### config.mk
export PLATFORM = sky130hd
export DESIGN_NAME = racetrack_port_arbiter
export DESIGN_NICKNAME = d
export VERILOG_FILES = /design/src/rtl/racetrack_port_arbiter.sv
export SDC_FILE = /design/constraint.sdc
export NUM_CORES = 1
export LEC_CHECK = 0
export ABC_AREA = 0
export CAP_MARGIN = 20
export CORE_ASPECT_RATIO = 1.1
export CORE_UTILIZATION = 45
export CTS_CLUSTER_DIAMETER = 120
export DETAILED_ROUTE_END_ITERATION = 6
export DONT_BUFFER_PORTS = 1
export GPL_TIMING_DRIVEN = 0
export PLACE_DENSITY = 0.69
export RECOVER_POWER = 25
export SETUP_SLACK_MARGIN = 0.5
export SYNTH_ARGS = -nofsm -noshare
export SYNTH_HDL_FRONTEND = slang
export SYNTH_SLANG_ARGS = --single-unit
### constraint.sdc
create_clock -name clk_i -period 2.2 [get_ports clk_i]
set_input_delay 0.33 -clock clk_i [delete_from_list [all_inputs] [get_ports clk_i]]
set_output_delay 0.33 -clock clk_i [all_outputs]
set_load 0.01 [all_outputs]
### src/rtl/racetrack_port_arbiter.sv
// racetrack_port_arbiter
// Shares the racetrack logic-in-memory macro between the instruction-fetch
// port and the data/LiM port. The winner of a round-robin choice gets
// exactly one access on the macro controller port: a one-cycle start pulse,
// request fields held stable, then a wait for completion. A watchdog ends
// accesses that never complete with an error response. The read data goes
// back to the owning requester with a one-cycle rvalid.

module racetrack_port_arbiter #(
    parameter int unsigned ADDR_WIDTH     = 22,
    parameter int unsigned DATA_WIDTH     = 32,
    parameter int unsigned CNT_WIDTH      = 10,
    parameter int unsigned TIMEOUT_CYCLES = 1000
) (
    input  logic                  clk_i,
    input  logic                  rstn_i,

    // instruction-fetch port
    input  logic                  instr_req_i,
    input  logic [ADDR_WIDTH-1:0] instr_addr_i,
    output logic                  instr_gnt_o,
    output logic                  instr_rvalid_o,
    output logic [DATA_WIDTH-1:0] instr_rdata_o,

    // data / LiM port
    input  logic                  data_req_i,
    input  logic                  data_we_i,
    input  logic [3:0]            data_be_i,
    input  logic [ADDR_WIDTH-1:0] data_addr_i,
    input  logic [DATA_WIDTH-1:0] data_wdata_i,
    input  logic [7:0]            data_funct_i,
    output logic                  data_gnt_o,
    output logic                  data_rvalid_o,
    output logic [DATA_WIDTH-1:0] data_rdata_o,

    // response qualifier
    output logic                  err_o,

    // macro controller port
    output logic                  mem_en_o,
    output logic                  mem_we_o,
    output logic [3:0]            mem_be_o,
    output logic [ADDR_WIDTH-1:0] mem_addr_o,
    output logic [DATA_WIDTH-1:0] mem_wdata_o,
    output logic [7:0]            mem_funct_o,
    input  logic                  mem_done_i,
    input  logic [DATA_WIDTH-1:0] mem_rdata_i,

    output logic                  busy_o
);

    // LiM function code used for plain fetch accesses
    localparam logic [7:0] FUNCT_NULL = 8'h00;

    // arbiter states
    localparam logic [1:0] ST_IDLE  = 2'd0;
    localparam logic [1:0] ST_ISSUE = 2'd1;
    localparam logic [1:0] ST_WAIT  = 2'd2;
    localparam logic [1:0] ST_RESP  = 2'd3;

    // owner / round-robin pointer encoding
    localparam logic OWN_INSTR = 1'b0;
    localparam logic OWN_DATA  = 1'b1;

    localparam logic [CNT_WIDTH-1:0] WD_LOAD = CNT_WIDTH'(TIMEOUT_CYCLES);

    logic [1:0]           state_q;
    logic [1:0]           state_d;
    logic                 owner_q;
    logic                 last_q;
    logic [CNT_WIDTH-1:0] wd_q;
    logic                 err_q;
    logic [DATA_WIDTH-1:0] instr_rdata_q;
    logic [DATA_WIDTH-1:0] data_rdata_q;

    logic                  we_q;
    logic [3:0]            be_q;
    logic [ADDR_WIDTH-1:0] addr_q;
    logic [DATA_WIDTH-1:0] wdata_q;
    logic [7:0]            funct_q;

    logic pick_instr;
    logic pick_data;
    logic wait_done;
    logic wait_timeout;

    // Grant selection: only in IDLE and never while reset is applied, so
    // every output reads 0 during reset even with requests pending.
    always_comb begin
        pick_instr = 1'b0;
        pick_data  = 1'b0;
        if (rstn_i && (state_q == ST_IDLE)) begin
            if (instr_req_i && data_req_i) begin
                if (last_q == OWN_DATA) begin
                    pick_instr = 1'b1;
                end else begin
                    pick_data  = 1'b1;
                end
            end else begin
                pick_instr = instr_req_i;
                pick_data  = data_req_i;
            end
        end
    end

    // done has priority over the watchdog when both occur in the same cycle
    assign wait_done    = (state_q == ST_WAIT) && mem_done_i;
    assign wait_timeout = (state_q == ST_WAIT) && !mem_done_i && (wd_q == '0);

    // Next-state logic of the access sequencer.
    always_comb begin
        state_d = state_q;
        case (state_q)
            ST_IDLE: begin
                if (pick_instr || pick_data) begin
                    state_d = ST_ISSUE;
                end
            end
            ST_ISSUE: state_d = ST_WAIT;
            ST_WAIT: begin
                if (wait_done || wait_timeout) begin
                    state_d = ST_RESP;
                end
            end
            ST_RESP:  state_d = ST_IDLE;
            default:  state_d = ST_IDLE;
        endcase
    end

    // State register, owner tracking and round-robin pointer.
    always_ff @(posedge clk_i or negedge rstn_i) begin
        if (!rstn_i) begin
            state_q <= ST_IDLE;
            owner_q <= OWN_INSTR;
            last_q  <= OWN_DATA;
        end else begin
            state_q <= state_d;
            if (pick_instr) begin
                owner_q <= OWN_INSTR;
                last_q  <= OWN_INSTR;
            end else if (pick_data) begin
                owner_q <= OWN_DATA;
                last_q  <= OWN_DATA;
            end
        end
    end

    // Latch the granted request; fields stay put until the next grant.
    always_ff @(posedge clk_i or negedge rstn_i) begin
        if (!rstn_i) begin
            we_q    <= 1'b0;
            be_q    <= '0;
            addr_q  <= '0;
            wdata_q <= '0;
            funct_q <= '0;
        end else if (pick_instr) begin
            we_q    <= 1'b0;
            be_q    <= 4'b1111;
            addr_q  <= instr_addr_i;
            wdata_q <= '0;
            funct_q <= FUNCT_NULL;
        end else if (pick_data) begin
            we_q    <= data_we_i;
            be_q    <= data_be_i;
            addr_q  <= data_addr_i;
            wdata_q <= data_wdata_i;
            funct_q <= data_funct_i;
        end
    end

    // Watchdog: loaded in ISSUE, counts down through WAIT.
    always_ff @(posedge clk_i or negedge rstn_i) begin
        if (!rstn_i) begin
            wd_q <= '0;
        end else if (state_q == ST_ISSUE) begin
            wd_q <= WD_LOAD;
        end else if ((state_q == ST_WAIT) && (wd_q != '0)) begin
            wd_q <= wd_q - 1'b1;
        end
    end

    // Capture the completion result straight into the owner's rdata
    // register, which then holds until that port's next response.
    always_ff @(posedge clk_i or negedge rstn_i) begin
        if (!rstn_i) begin
            err_q         <= 1'b0;
            instr_rdata_q <= '0;
            data_rdata_q  <= '0;
        end else if (wait_done || wait_timeout) begin
            err_q <= wait_timeout;
            if (owner_q == OWN_INSTR) begin
                instr_rdata_q <= wait_done ? mem_rdata_i : '0;
            end else begin
                data_rdata_q  <= wait_done ? mem_rdata_i : '0;
            end
        end
    end

    assign instr_gnt_o    = pick_instr;
    assign data_gnt_o     = pick_data;
    assign instr_rvalid_o = (state_q == ST_RESP) && (owner_q == OWN_INSTR);
    assign data_rvalid_o  = (state_q == ST_RESP) && (owner_q == OWN_DATA);
    assign err_o          = (state_q == ST_RESP) && err_q;
    assign instr_rdata_o  = instr_rdata_q;
    assign data_rdata_o   = data_rdata_q;

    assign mem_en_o    = (state_q == ST_ISSUE);
    assign mem_we_o    = we_q;
    assign mem_be_o    = be_q;
    assign mem_addr_o  = addr_q;
    assign mem_wdata_o = wdata_q;
    assign mem_funct_o = funct_q;

    assign busy_o = (state_q != ST_IDLE);

endmodule

# Word-level counts from Yosys, hierarchy flattened
# Cells that the tools add are included.
dict set report classes {
  n_addsub 1
  eq_ne 5
  muxes 24
  bitwise 1
  n_reduce_logical 21
}
# cell count
set ops {}
lappend ops {{32-bit two-way mux} 3}
lappend ops {{22-bit two-way mux} 2}
lappend ops {{10-bit two-way mux} 2}
lappend ops {{8-bit two-way mux} 2}
lappend ops {{10-bit zero test} 1}
lappend ops {{1-bit two-way mux} 10}
lappend ops {{10-bit nonzero test} 1}
lappend ops {{10-bit by 1-bit subtractor with 10-bit output, second input constant} 1}
lappend ops {{1-bit logical AND} 9}
lappend ops {{4-bit two-way mux} 2}
lappend ops {{2-bit one-hot mux with 4 select lines} 1}
lappend ops {{2-bit AND reduction} 3}
lappend ops {{2-bit nonzero test} 3}
lappend ops {{2-bit == test, second input constant} 2}
lappend ops {{2-bit two-way mux} 2}
lappend ops {{2-bit by 1-bit != test with 1-bit output, second input constant} 2}
lappend ops {{2-bit by 1-bit == test with 1-bit output, second input constant} 1}
lappend ops {{2-bit zero test} 1}
lappend ops {{1-bit logical OR} 2}
lappend ops {{1-bit zero test} 1}
lappend ops {{1-bit inverter} 1}
dict set report totals {
  regBits 146
  in_bits 126
}

# Depth between registers and ports, before layout
# Gate-level depths: netlist (run 1).
dict set report logic_depth {
  ltp_word 6
  depth_mapped 8
  mapped_depth_nobuf 7
}

# Worst setup path before layout (run 1)
# Ideal clock, no wire load.
dict set report synth_path {
  path_kind {register to register}
  from {register state_q[0]}
  to {register wd_q[7]}
  setup_time_ns 0.079
  t_arrival_ns 1.976
  t_required_ns 2.121
  slack_ns 0.145
  stages_incl_launch_ff 8
  path_buffers 1
  synth_period_minus_slack_ns 2.055
  path_cell_list {dfrtp_1 -> inv_1 -> ha_1 -> buf_4 -> or4b_1 -> or3_1 -> nor4_2 -> mux2i_1}
}
dict set report synth_via {
  elab_chain_len 3
  elab_cells_between_ends 5
}
# item line_no
set synth_lines {}
lappend synth_lines {{start: declaration} 67} ;# logic [1:0] state_q;
lappend synth_lines {{start signal: assignment} 137} ;# state_q <= state_d;
lappend synth_lines {{2-bit == test} 177} ;# end else if ((state_q == ST_WAIT) && (wd_q != '0)) begin
lappend synth_lines {{1-bit logical AND} 177}
lappend synth_lines {{2-bit nonzero test (no source line)} n/a}
lappend synth_lines {{end signal: assignment} 178} ;# wd_q <= wd_q - 1'b1;
lappend synth_lines {{end: declaration} 71} ;# logic [CNT_WIDTH-1:0] wd_q;
# Several ways; a longest one is shown, not always the timed one.
# A chain may end at the register's enable or synchronous reset.

# Worst setup path in the final report (run 1)
# Same ends and word-level chain as after synthesis.

==> run summary, run 1 <==
Total power - 11.85 mW
Max Clock Freq - 497.8 MHz
I/O Pins - 264
Non-filler instance count after layout - 666
Initial DRC Count - 235
Clk slew on worst S/H paths - 0.06 ns
Number of synthesis warnings - 0
Top-count cell post-synth - dfrtp_1
Vias in the first global route - 4091
Diodes inserted - 0
Clk_skew - 0.007510 ns
Die height - 119.9 µm
Min Tclk post-route - 2.009 ns
Clock tree sinks - 146
Leading area contributor after synthesis - dfrtp_1
All-layer global routing usage - 22.71%
Relative slew slack - 68.15%
Crit path capture type - flop
Yosys reg bits - 146
Setup TNS - 0 ns
Clk buf depth - 2
Failing checks - hold timing
Mapped Cells - 435
Detail Route Antenna Nets - 0
Cts hold-fix bufs - 1
Dpl cell area - 5901 µm²
Final setup fails - 0
Sequential-to-total area share from yosys stat - 64.33%
Cell variety after synth - 42
Total Wirelength - 15790 µm
Slew @ Worst Pin - 0.4778 ns
Final period util - 91.32%
First drt pass iteration count - 4
Gpl congestion - 0.7997
Worst-Skew Late Latency - 0.41 ns
Share of layout cells above drive strength 1 - 32.03%
Final HPWL DP - 10250 µm
Die ar. - 13080 µm²
Routed WL per cell - 23.71 µm
Largest net degree at the start of global routing - 151
Core area - 12190 µm²
Power Density - 1553 nW/µm²
Synth cell count leaders - 145 x dfrtp_1, 105 x a22o_1, 29 x nand2_1
HP Class - input port to async pin
Ys async rst share - 100.0%
Post-Syn Area per Cell - 13.06 µm²
GRT overflow - 0
Dpl cells - 589
Dominant synthesized flop cell - dfrtp_1
Final instance area - 7631 µm²
Max Cap Viol - 0
Top-area cell type share of the netlist area - 63.86%
Setup crit start kind - flop
CP arrival - 2.34 ns
Starting Density - 46.60%
Maximum VDD drop - 0.001147 V
Syn Nets - 566
DRC viols - 0
I/O Buffers - 0
# rows - 42
Via-to-Cell Ratio - 6.147
RSZ-0062 raised after global routing - true
H-tree depth - 4
WP data required - 2.53 ns
Global-route wire length before repair - 22030 µm
CTS tree - done
Synth area leaders - dfrtp_1 64%, a22o_1 16%, mux2i_1 4.1%
Layout net count - 630
Slew Limit Fails - 0
Root Driver - clkbuf_16
Hold slack - -0.3862 ns
Outcome - finished, violations left
Via count - 4094
Antenna violations before repair - 0
Cell area after synthesis - 5682 µm²
Number of buffers created by CTS - 17
Area Growth Syn to Fin - 34.31%
EDFF count, synth - 0
Fillers - 938
Final Hold Fails - 146
DIE WIDTH - 109.1 µm
Lkg Pwr - 3.571 nW
Crit Path Class - flop to flop
Crit Path Max Fanout - 3
==> logic make-up after synthesis <==
kind of cell    Yosys count  synth area share, %
mux                      24                4.250
compound gates          151                21.43
simple gates             67                5.836
xor+xnor                  2               0.3084
flops                   146                64.33
buf+inv                  40                2.753
fa+ha+maj                 5                1.101
==> stage by stage <==
stage,setup WS (ns),utilization [%]
after floorplan,0.1813,-
after global placement,0.07485,48.40
after detailed placement,0.03466,48.40
after CTS,0.1763,59.14
after global routing,0.1559,62.59
final,0.1910,62.59
==> worst max-delay path, cell delays in order (launching register included) <==
cell and delay, ns:
dfrtp_1 0.38, inv_2 0.10, ha_4 0.13, buf_6 0.09
or4b_4 0.46, or3_4 0.37, nor4_4 0.18, mux2i_1 0.21
==> path summary, 6_finish.rpt <==
check	from	end	slack, ns	cells after the start
max in group asynchronous	rstn_i	last_q$_DFFE_PN1P_	2.29	0
worst max-delay path	state_q[0]$_DFFE_PN0P_	wd_q[7]$_DFFE_PN0P_	0.19	7
worst max register to register	state_q[0]$_DFFE_PN0P_	wd_q[7]$_DFFE_PN0P_	0.19	7
min in group clk_i	data_wdata_i[27]	mem_wdata_o[27]$_DFFE_PN0P_	0.05	1
worst min register to register	err_q$_DFFE_PN0P_	err_q$_DFFE_PN0P_	0.54	2
worst min-delay path	rstn_i	data_rdata_o[22]$_DFFE_PN0P_	-0.39	0
==> power breakdown <==
group / switching [mW] / internal (mW)
Combinational: 1.39 / 1.94
Clock: 1.15 / 1.87
Sequential: 1.61 / 3.89
==> state kept, by name (all words and copies together), names as in the netlist <==
register       cells
owner_q            1
mem_addr_o        22
wd_q              10
mem_we_o           1
err_q              1
state_q            2
mem_wdata_o       32
mem_be_o           4
instr_rdata_o     32
data_rdata_o      32
mem_funct_o        8
last_q             1
==> final cells by class <==
class / instances / area [µm²] / area share, %
Clock buffer: 20 / 456.7 / 5.985
Timing Repair Buffer: 45 / 519.2 / 6.804
Buffer: 30 / 417.9 / 5.476
Multi-Input combinational cell: 249 / 2168 / 28.41
Sequential cell: 146 / 3660 / 47.96
Tap cell: 154 / 192.7 / 2.525
Inverter: 10 / 47.55 / 0.6231
Clock inverter: 12 / 168.9 / 2.213
==> layer usage <==
metal | track usage (%) | share of wire (%) | up-vias
li1 | - | - | 1759
met1 | 24.50 | 35 | 2070
met2 | 38.52 | 52 | 247
met3 | 11.14 | 12 | 18
met4 | 7.095 | 1.3 | 0
met5 | 0 | 0 | -
==> timing repair <==
item,in CTS,in global routing
hold endpoints to repair,147,146
gates resized for setup,114,91
pin swaps,12,12
buffers inserted,19,14
cloned,7,4
endpoints found under the setup margin,139,145
==> cells in the final DEF (no fill, tap or decap), types with 3 or more instances in the layout <==
cell type,count
nor2_4,3
nand2_1,15
nand2_4,8
buf_8,13
buf_4,25
nand2_2,6
o21ai_1,14
o21ai_2,7
mux2i_1,22
clkbuf_16,26
dfrtp_2,4
ha_4,3
nor2_1,8
bufinv_16,3
clkbuf_8,7
o21ai_0,3
o22a_1,5
inv_1,6
dfrtp_1,141
buf_6,16
inv_6,4
a22o_1,105
Note: power is estimated with default switching activity, not from simulation.
==> run 2: changes to the inputs <==
--- a/config.mk
+++ b/config.mk
@@ -7,7 +7,7 @@
 export LEC_CHECK = 0
 export ABC_AREA = 0
 export CAP_MARGIN = 20
-export CORE_ASPECT_RATIO = 1.1
+export CORE_ASPECT_RATIO = 0.7
 export CORE_UTILIZATION = 45
 export CTS_CLUSTER_DIAMETER = 120
 export DETAILED_ROUTE_END_ITERATION = 6
==> run summary, run 2 (synthesized netlist as in run 1, its figures left out) <==
Worst-Skew Late Latency - 0.41 ns (about the same)
Commonest non-fill, non-tap cells in the layout - 142 x dfrtp_1, 105 x a22o_1, 27 x nand2_1, 25 x clkbuf_16, 23 x buf_4
H-tree depth - 4 (unchanged)
Largest net degree at the start of global routing - 151 (unchanged)
Relative slew slack - 69.60% (+1.4 points)
Lkg Pwr - 3.510 nW (-1.7%)
I/O Pins - 264 (unchanged)
Final setup fails - 0 (unchanged)
Hold slack - -0.3828 ns (+0.003406 ns)
Setup crit start kind - flop
Outcome - finished, violations left
Reg-to-reg setup timing slack - 0.14 ns (-0.05 ns)
Dpl cells - 592 (+0.51%)
Core area - 12020 µm² (-1.4%)
Crit Path Max Fanout - 3 (unchanged)
Antenna violations before repair - 0 (unchanged)
Slew Limit Fails - 0 (unchanged)
Clock tree sinks - 146 (unchanged)
Via-to-Cell Ratio - 6.079 (-1.1%)
Number of buffers created by CTS - 17 (unchanged)
Setup TNS - 0 ns (unchanged)
First drt pass iteration count - 5 (+1)
Root Driver - clkbuf_16
Crit path capture type - flop
Cts hold-fix bufs - 1 (unchanged)
Post-route setup slack - 0.1408 ns (-0.05022 ns)
Slew @ Worst Pin - 0.4544 ns (-0.02341 ns)
Util after Layout - 62.33% (-0.26 points)
Final period util - 93.60% (+2.3 points)
Die height - 96.01 µm (-20%)
WP data required - 2.54 ns (about the same)
RSZ-0062 raised after global routing - true
Non-filler instance count after layout - 668 (+0.30%)
Share of layout cells above drive strength 1 - 28.57% (-3.5 points)
Detail Route Antenna Nets - 0 (unchanged)
Area Growth Syn to Fin - 31.82%
Total Wirelength - 15290 µm (-3.2%)
CP arrival - 2.40 ns (+0.06 ns)
GRT overflow - 0 (unchanged)
Vias in the first global route - 4074 (-0.42%)
Initial DRC Count - 248 (+5.5%)
Failing checks - hold timing
Global-route wire length before repair - 22650 µm (+2.8%)
Clk slew on worst S/H paths - 0.06 ns (about the same)
Die ar. - 13090 µm² (about the same)
Clk buf depth - 2 (unchanged)
Worst-case reg-to-reg path depth - 7 (unchanged)
Routed WL per cell - 22.89 µm (-3.5%)
Total power - 11.40 mW (-3.8%)
Crit Path Class - flop to flop
I/O Buffers - 0 (unchanged)
Final Hold Fails - 146 (unchanged)
DRC viols - 0 (unchanged)
Max Clock Freq - 485.6 MHz (-2.4%)
Via count - 4061 (-0.81%)
HP Class - input port to async pin
Commonest non-fill, non-tap cell in the layout - dfrtp_1
CTS tree - done
Diodes inserted - 0 (unchanged)
Max Cap Viol - 0 (unchanged)
Min Tclk post-route - 2.059 ns (+0.05022 ns)
# rows - 33 (-21%)
Power Density - 1522 nW/µm² (-2.0%)
Gpl congestion - 0.8213 (+2.7%)
Maximum VDD drop - 0.0007273 V (-37%)
Dpl ws - 0.03983 ns (+0.005174 ns)
Final HPWL DP - 9676 µm (-5.6%)
Starting Density - 47.29% (+0.68 points)
DIE WIDTH - 136.3 µm (+25%)
Fillers - 868 (-7.5%)
Layout net count - 630 (unchanged)
Clk_skew - 0.01264 ns (+0.005132 ns)
All-layer global routing usage - 23.15% (+0.44 points)
## run 2: cell count changes in the layout (fill, tap and decap cells not counted), sizes merged
cell,change
clkbuf,-1
clkinv,+2
clkinvlp,+2
bufinv,-2
buf,-2
## run 2: final timing paths
check | start | endpoint
max in group asynchronous | rstn_i | last_q$_DFFE_PN1P_
setup / recovery | state_q[0]$_DFFE_PN0P_ | wd_q[5]$_DFFE_PN0P_
hold reg to reg | last_q$_DFFE_PN1P_ | last_q$_DFFE_PN1P_
min in group clk_i | data_req_i | last_q$_DFFE_PN1P_
setup reg to reg | state_q[0]$_DFFE_PN0P_ | wd_q[5]$_DFFE_PN0P_
hold / removal | rstn_i | data_rdata_o[15]$_DFFE_PN0P_
## run 2: layout make-up
class / count / area, µm² / area share [%]
sequential: 146 / 3659 / 48.85
multi-input combinational: 249 / 2088 / 27.88
timing repair buffer: 45 / 523.0 / 6.983
clock buffer: 17 / 425.4 / 5.680
buffer: 30 / 404.1 / 5.396
tap: 157 / 196.4 / 2.623
clock inverter: 14 / 148.9 / 1.988
inverter: 10 / 45.04 / 0.6014
## run 2: routing by layer
metal | GRT usage (%) | wire length, µm | up-vias
met2 | 36.17 | 7593 | 199
li1 | - | - | 1752
met3 | 7.741 | 937 | 14
met4 | 6.667 | 183 | 0
met1 | 30.76 | 6572 | 2096
met5 | 0 | 0 | -
## run 2: worst max-delay path: stages (launching register included)
cell and delay, ns:
dfrtp_1 0.39, inv_2 0.08, ha_4 0.13, buf_6 0.09, or4b_4 0.46, or3_4 0.41
or3_1 0.38, nand3_1 0.07
## run 2: power by group
part / internal (mW) / leakage, nW / switching [mW] / total (mW)
sequential: 3.89 / 1.83 / 1.53 / 5.42
clock: 1.59 / 0.268 / 1.20 / 2.79
combinational: 1.85 / 1.41 / 1.34 / 3.19
total: 7.33 / 3.51 / 4.07 / 11.4
## run 2: repair_timing
item | in CTS | in global routing
endpoints found under the setup margin | 138 | 141
gates cloned | 10 | 2
gates resized for setup | 113 | 52
buffers inserted | 23 | 9
hold endpoints to repair | 147 | 146
pin swaps | 13 | 9
## run 2: stage by stage
| stage | cell area (µm²) | hold WS [ns] |
|---|---|---|
| detailed placement | 5904 | 0.03737 |
| global route | 7490 | -0.4066 |
| global placement | 5904 | 0.03709 |
| finish | 7490 | -0.3828 |
| floorplan | 5708 | 0.03441 |
| CTS | 7278 | -0.3992 |
